`src/rtl/mvm_host_driver.sv`:
```
// Host-side initiator for the mvm_16_1_8_1 multiplier: buffers a load burst from a
// valid/ready stream, replays it gap-free on the MVM pins, and forwards the y burst.
module mvm_host_driver #(
  parameter int MAT_SCALE    = 16,
  parameter int INPUT_WIDTH  = 8,
  parameter int OUTPUT_WIDTH = 2*INPUT_WIDTH
) (
  input  logic                    clk,
  input  logic                    reset,
  input  logic                    cmd_valid,
  output logic                    cmd_ready,
  input  logic [1:0]              cmd_op,
  input  logic                    src_valid,
  output logic                    src_ready,
  input  logic [INPUT_WIDTH-1:0]  src_data,
  output logic                    res_valid,
  output logic                    res_last,
  output logic [OUTPUT_WIDTH-1:0] res_data,
  output logic                    loadMatrix,
  output logic                    loadVector,
  output logic                    start,
  output logic [INPUT_WIDTH-1:0]  data_in,
  input  logic                    done,
  input  logic [OUTPUT_WIDTH-1:0] data_out
);
  localparam int DEPTH = MAT_SCALE*MAT_SCALE;
  localparam int CW    = (DEPTH > 1) ? $clog2(DEPTH) : 1;
  localparam logic [CW-1:0] MAT_LAST = CW'(DEPTH-1);
  localparam logic [CW-1:0] VEC_LAST = CW'(MAT_SCALE-1);

  typedef enum logic [2:0] {IDLE, FILL, PULSE, BURST, GO, WAIT, COLLECT} state_t;

  state_t                 state;
  logic [CW-1:0]          cnt;
  logic                   is_mat;
  logic [CW-1:0]          last;
  logic [INPUT_WIDTH-1:0] mem [DEPTH];

  assign last      = is_mat ? MAT_LAST : VEC_LAST;
  // Ready is gated by reset so nothing is acknowledged while the block is held.
  assign cmd_ready = (state == IDLE) && !reset;
  assign src_ready = (state == FILL) && !reset;

  always_ff @(posedge clk)
    if (state == FILL && src_valid) mem[cnt] <= src_data;

  always_ff @(posedge clk or posedge reset) begin
    if (reset) begin
      state      <= IDLE;
      cnt        <= '0;
      is_mat     <= 1'b0;
      loadMatrix <= 1'b0;
      loadVector <= 1'b0;
      start      <= 1'b0;
      data_in    <= '0;
      res_valid  <= 1'b0;
      res_last   <= 1'b0;
      res_data   <= '0;
    end else begin
      loadMatrix <= 1'b0;
      loadVector <= 1'b0;
      start      <= 1'b0;
      data_in    <= '0;
      res_valid  <= 1'b0;
      res_last   <= 1'b0;
      case (state)
        IDLE: if (cmd_valid) begin
          case (cmd_op)
            2'd0:    begin is_mat <= 1'b1; cnt <= '0; state <= FILL; end
            2'd1:    begin is_mat <= 1'b0; cnt <= '0; state <= FILL; end
            2'd2:    state <= GO;
            default: state <= IDLE;  // illegal op is consumed and dropped
          endcase
        end
        FILL: if (src_valid) begin
          if (cnt == last) begin
            cnt   <= '0;
            state <= PULSE;
          end else cnt <= cnt + 1'b1;
        end
        PULSE: begin
          loadMatrix <= is_mat;
          loadVector <= !is_mat;
          state      <= BURST;
        end
        BURST: begin
          data_in <= mem[cnt];
          if (cnt == last) begin
            cnt   <= '0;
            state <= IDLE;
          end else cnt <= cnt + 1'b1;
        end
        GO: begin
          start <= 1'b1;
          state <= WAIT;
        end
        WAIT: if (done) begin
          cnt   <= '0;
          state <= COLLECT;
        end
        // y[j] arrives the cycle after done and on each following cycle.
        COLLECT: begin
          res_valid <= 1'b1;
          res_data  <= data_out;
          if (cnt == VEC_LAST) begin
            res_last <= 1'b1;
            cnt      <= '0;
            state    <= IDLE;
          end else cnt <= cnt + 1'b1;
        end
        default: state <= IDLE;
      endcase
    end
  end
endmodule
```
`config.mk`:
```
export PLATFORM = sky130hd
export DESIGN_NAME = mvm_host_driver
export DESIGN_NICKNAME = d
export VERILOG_FILES = /design/src/rtl/mvm_host_driver.sv
export SDC_FILE = /design/constraint.sdc
export NUM_CORES = 2
export LEC_CHECK = 0
export BUFFER_PORTS_ARGS = -buffer_cell sky130_fd_sc_hd__buf_4
export CAP_MARGIN = 40
export CELL_PAD_IN_SITES_DETAIL_PLACEMENT = 0
export CELL_PAD_IN_SITES_GLOBAL_PLACEMENT = 1
export CORE_MARGIN = 1.5
export CORE_UTILIZATION = 25
export CTS_CLUSTER_SIZE = 10
export DETAILED_ROUTE_END_ITERATION = 10
export HOLD_SLACK_MARGIN = 0.15
export MAX_ROUTING_LAYER = met4
export PLACE_DENSITY = 0.5
export SKIP_LAST_GASP = 1
export SYNTH_ARGS = -nofsm -noshare
export SYNTH_HDL_FRONTEND = slang
export SYNTH_SLANG_ARGS = --single-unit
```
`constraint.sdc`:
```
create_clock -name clk -period 6.21 [get_ports clk]
set_clock_uncertainty 0.1 [all_clocks]
set_input_delay 0.3105 -clock clk [delete_from_list [all_inputs] [get_ports clk]]
set_output_delay 0.3105 -clock clk [all_outputs]
set_load 0.02 [all_outputs]
```
# Word level (Yosys, flattened, before mapping)
# Memory sizes are Yosys's and may differ from the RTL's.
# Cells that the tools add are included.
dict set report word_totals {
  regBits 41
  ramBits 2048
  out_inout_bits 31
  word_cells 68
  mem_count 1
}
# memory depth word_bits rd rd_ports_with_merged_regs write_ports line
set memory_table {}
lappend memory_table {mem 256 8 1 0 1 37} ;# logic [INPUT_WIDTH-1:0] mem [DEPTH];
dict set report op_classes {
  n_addsub 1
  eq_ne 17
  n_mux 26
  reduce_logical 13
}
# op n
set op_table {}
lappend op_table {{8-bit two-way mux} 8}
lappend op_table {{8-bit one-hot mux with 5 select lines} 1}
lappend op_table {{3-bit one-hot mux with 7 select lines} 1}
lappend op_table {{3-bit two-way mux} 6}
lappend op_table {{2-bit inequality test, second input constant} 6}
lappend op_table {{3-bit equality test, second input constant} 3}
lappend op_table {{8-bit by 1-bit adder with 8-bit output, second input constant} 1}
lappend op_table {{8-bit by 4-bit equality test with 1-bit output, second input constant} 1}
lappend op_table {{8-bit equality test} 1}
lappend op_table {{1-bit two-way mux} 8}
lappend op_table {{3-bit by 2-bit equality test with 1-bit output, second input constant} 2}
lappend op_table {{3-bit one-hot mux with 2 select lines} 1}
lappend op_table {{6-bit AND reduction} 1}
lappend op_table {{5-bit AND reduction} 1}
lappend op_table {{5-bit nonzero test} 1}
lappend op_table {{3-bit by 1-bit equality test with 1-bit output, second input constant} 1}
lappend op_table {{1-bit logical AND} 3}
lappend op_table {{3-bit zero test} 1}
lappend op_table {{3-bit AND reduction} 1}
lappend op_table {{2-bit by 1-bit equality test with 1-bit output, second input constant} 1}
lappend op_table {{2-bit equality test, second input constant} 1}
lappend op_table {{1-bit zero test} 2}
lappend op_table {{2-bit zero test} 1}
lappend op_table {{2-bit by 1-bit inequality test with 1-bit output, second input constant} 1}
lappend op_table {{3 further kinds} 3}

# Depth between registers and ports, before layout
dict set report depth {
  word_depth 5
  ltp_mapped 12
  mapped_depth_nobuf 8
}

# Worst setup path before layout
# OpenSTA, ideal clock, no wires.
dict set report synth_path {
  path_kind {reg2reg}
  start {register cnt[0]}
  end {memory mem[220][0], enable pin}
  setup_time_ns 0.370
  arrival_ns 2.407
  setup_slack_ns 3.332
  stages_incl_launch_ff 12
  path_buffers 6
  cell_sequence {dfrtp_1 buf_6 buf_12 buf_12 buf_6 inv_2 buf_2 ha_1 and2_1 nand2_1 clkbuf_1 nor2_1}
}
# item line
set synth_lines {}
lappend synth_lines {{from (decl)} 34} ;# logic [CW-1:0] cnt;
lappend synth_lines {{from (signal assigned)} 79} ;# end else cnt <= cnt + 1'b1;
lappend synth_lines {{from (signal assigned)} 91} ;# end else cnt <= cnt + 1'b1;
lappend synth_lines {{from (signal assigned)} 109} ;# end else cnt <= cnt + 1'b1;
lappend synth_lines {{to (decl)} 37}
# No word-level cell before the write port.

# Final worst setup path
dict set report layout_path {
  start {register cnt[1]}
  end {register data_in[4]}
}
dict set report layout_via {
  elab_chain_cells 2
}
# item line
set layout_rtl {}
lappend layout_rtl {{memory read 256 x 8 bit} --}
lappend layout_rtl {{8-bit two-way mux} 66} ;# case (state)
lappend layout_rtl {{to (signal assigned)} 87} ;# data_in <= mem[cnt];
lappend layout_rtl {{to (decl)} 22} ;# output logic [INPUT_WIDTH-1:0] data_in,
# Every way passes these cells.
# A chain may end at the register's enable or synchronous reset.

==> metrics.txt <==
startpoint type of the worst setup path flip-flop; clock period minus final worst setup slack 4570 ps; vias in the first global route 42200; CTS buffer count 242; dpl ws 1700 ps; Distinct cells, synth 65; total detailed-routing wirelength 242 mm; cell area after synthesis 81300 um2; Worst Setup Path Type flip-flop to flip-flop; top post-synthesis cells by area edfxtp_1, mux4_2, mux2i_1, nor2_1, dfrtp_1; Synthesized Nets 4097; synthesized flop and latch total 2089; final hold slack 227 ps; DIE HEIGHT 573 um; largest net degree at the start of global routing 185; Tot GR Track Use 14.8%; antenna violations before repair 12; pwr/cell area 381 nW/um2; RR Endpoint data_in[4]; Hold Fails Final Rpt 0; Total Nets Final 4430; Post-synth top flop edfxtp_1; Critical Path RT 6840 ps; # IOs 62; Hold Crit Class input pin to flip-flop; Clock Sinks 2089; Worst-path clk slew 60 ps; register area share after synthesis 76.9%; status completed; post_cts resized 0; top cell type by total area after synthesis edfxtp_1; antenna-violating nets left 0; launch point of the worst path cnt[1]; htree depth 4; post-synth top area share 75.6%; Worst VDD drop 0.275 mV; # setup viols final 0; Critical Path End data_in[4]; most frequent cell after synthesis edfxtp_1; Leak 28.5 nW; Post-synth top cells edfxtp_1, mux4_2, nor2_1; Critical Path Sink Type flip-flop; worst-case clock buffer depth 4; first-pass GRT wire length 339 mm; Critical Path AT 5210 ps; register area 62500 um2; root buffer cell clkbuf_16; worst skew pair latency 880 ps; DRC violations left 0; synth warn 0; GPL Wtd Cong 0.795; Worst-Margin Slew 1030 ps; FF-to-FF setup slack 1640 ps; worst r2r path cells 7; fillcell total 31600; vias per inst 4.65; CTS tree built; # Max-Cap Violations 0; FMAX 219 MHz; Die Wd 573 um; period utilization 73.7%; Post-synth EDFFs 2048; synthesis-to-finish area growth 17.3%; Synth async-reset ratio 1.96%; multi-input logic area 17500 um2; Port Buffers 61; via count 41100; final setup margin 1640 ps; relative slew slack 31.3%; layout cell share with drive strength beyond 1 21.7%; 1st-iter DRT viols 3558; Die ar. 329000 um2; DPL Wire Length 149 mm; DR WL/cell 27.4 um; starting density of the core 25.1%; r2r startpoint cnt[1]; core area 324000 um2; Slew Limit Fails 0; GRT overflow 0; Post-Synthesis Cells 4062; setup TNS 0 ps; num rows 209; Avg Inst Size Synth 20.0 um2; crit-path max FO 33; drt pass-1 iters 5; unrepaired setup endpoints after global routing no
worst min path at each step:
stage,cells after the start,to,start,slack (ps)
floorplan,1,is_mat,cmd_op[0],310
global route,4,state[2],cmd_op[1],230
global placement,2,res_data[4],res_data[4],360
detailed placement,2,res_data[4],reset,310
CTS,4,state[2],cmd_op[1],160
finish,4,state[2],cmd_op[1],230
registers in the layout (all words and copies together) (netlist names):
signal,cells
cnt,8
data_in,8
is_mat,1
loadMatrix,1
loadVector,1
mem,2048
res_data,16
res_last,1
res_valid,1
start,1
state,3
cell type report:
type                    instances  share of cell area (%)
clock buffers                 318                    6.68
repair buffers                330                    3.42
inverters                       6                  0.0236
flip-flops and latches       2089                    65.6
well taps                    4325                    5.67
multi-input cells            1726                    18.3
diodes                          9                  0.0236
clock inverters                21                   0.286
cell families after synthesis:
group	synth area share, %
AO/OA/AOI/OAI	3.36
adder cells (fa/ha/maj)	0.0615
buffers and inverters	1.72
flip-flops	76.9
multiplexers	14.3
AND/OR/NAND/NOR	3.63
where the power goes:
part / switching [W] / internal (W)
combinational: 0.00461 / 0.00322
sequential: 0.000284 / 0.0156
clock: 0.00546 / 0.00713
stage by stage:
step	power, W	cells	util [%]	area [um2]
after floorplan	0.0213	4062	-	81300
after global placement	0.0241	8290	26.8	86800
after detailed placement	0.0242	8425	27.2	88200
after CTS	0.0368	8814	29.4	95300
after global routing	0.0376	8819	29.4	95300
final	0.0363	8824	29.4	95400
critical path: stages, from the launching register on:
cell and delay [ps]:
dfrtp_4 930, buf_4 570, buf_4 550, mux4_1 450, mux4_2 620, a211o_1 470
nor3_1 550, a211oi_1 120
metal layers:
layer,up-vias,GRT usage (%),part of all wire [%]
met5,-,-,0
met1,22300,19.7,44
met4,0,3.70,2.5
met2,1169,23.8,48
li1,17300,-,-
met3,317,2.31,5.1
placed cells by master (no fill, tap or decap), drive strengths merged, types with 18 or more instances in the layout:
cell and n:
nand2 177, dlygate4sd3 50, edfxtp 2048, nand4 24, a21oi 43, nand3 76
a22o 20, buf 278, mux4 391, mux2i 274, o22ai 42, a22oi 124
o21ai 18, a31oi 39, dfrtp 41, nor2 300, clkbuf 318, nor3 22
repair_timing:
item	CTS	global route
hold buffers	50	0
hold endpoints to repair	798	0
buffers inserted	0	0
Note: power is estimated with default switching activity, not from simulation.
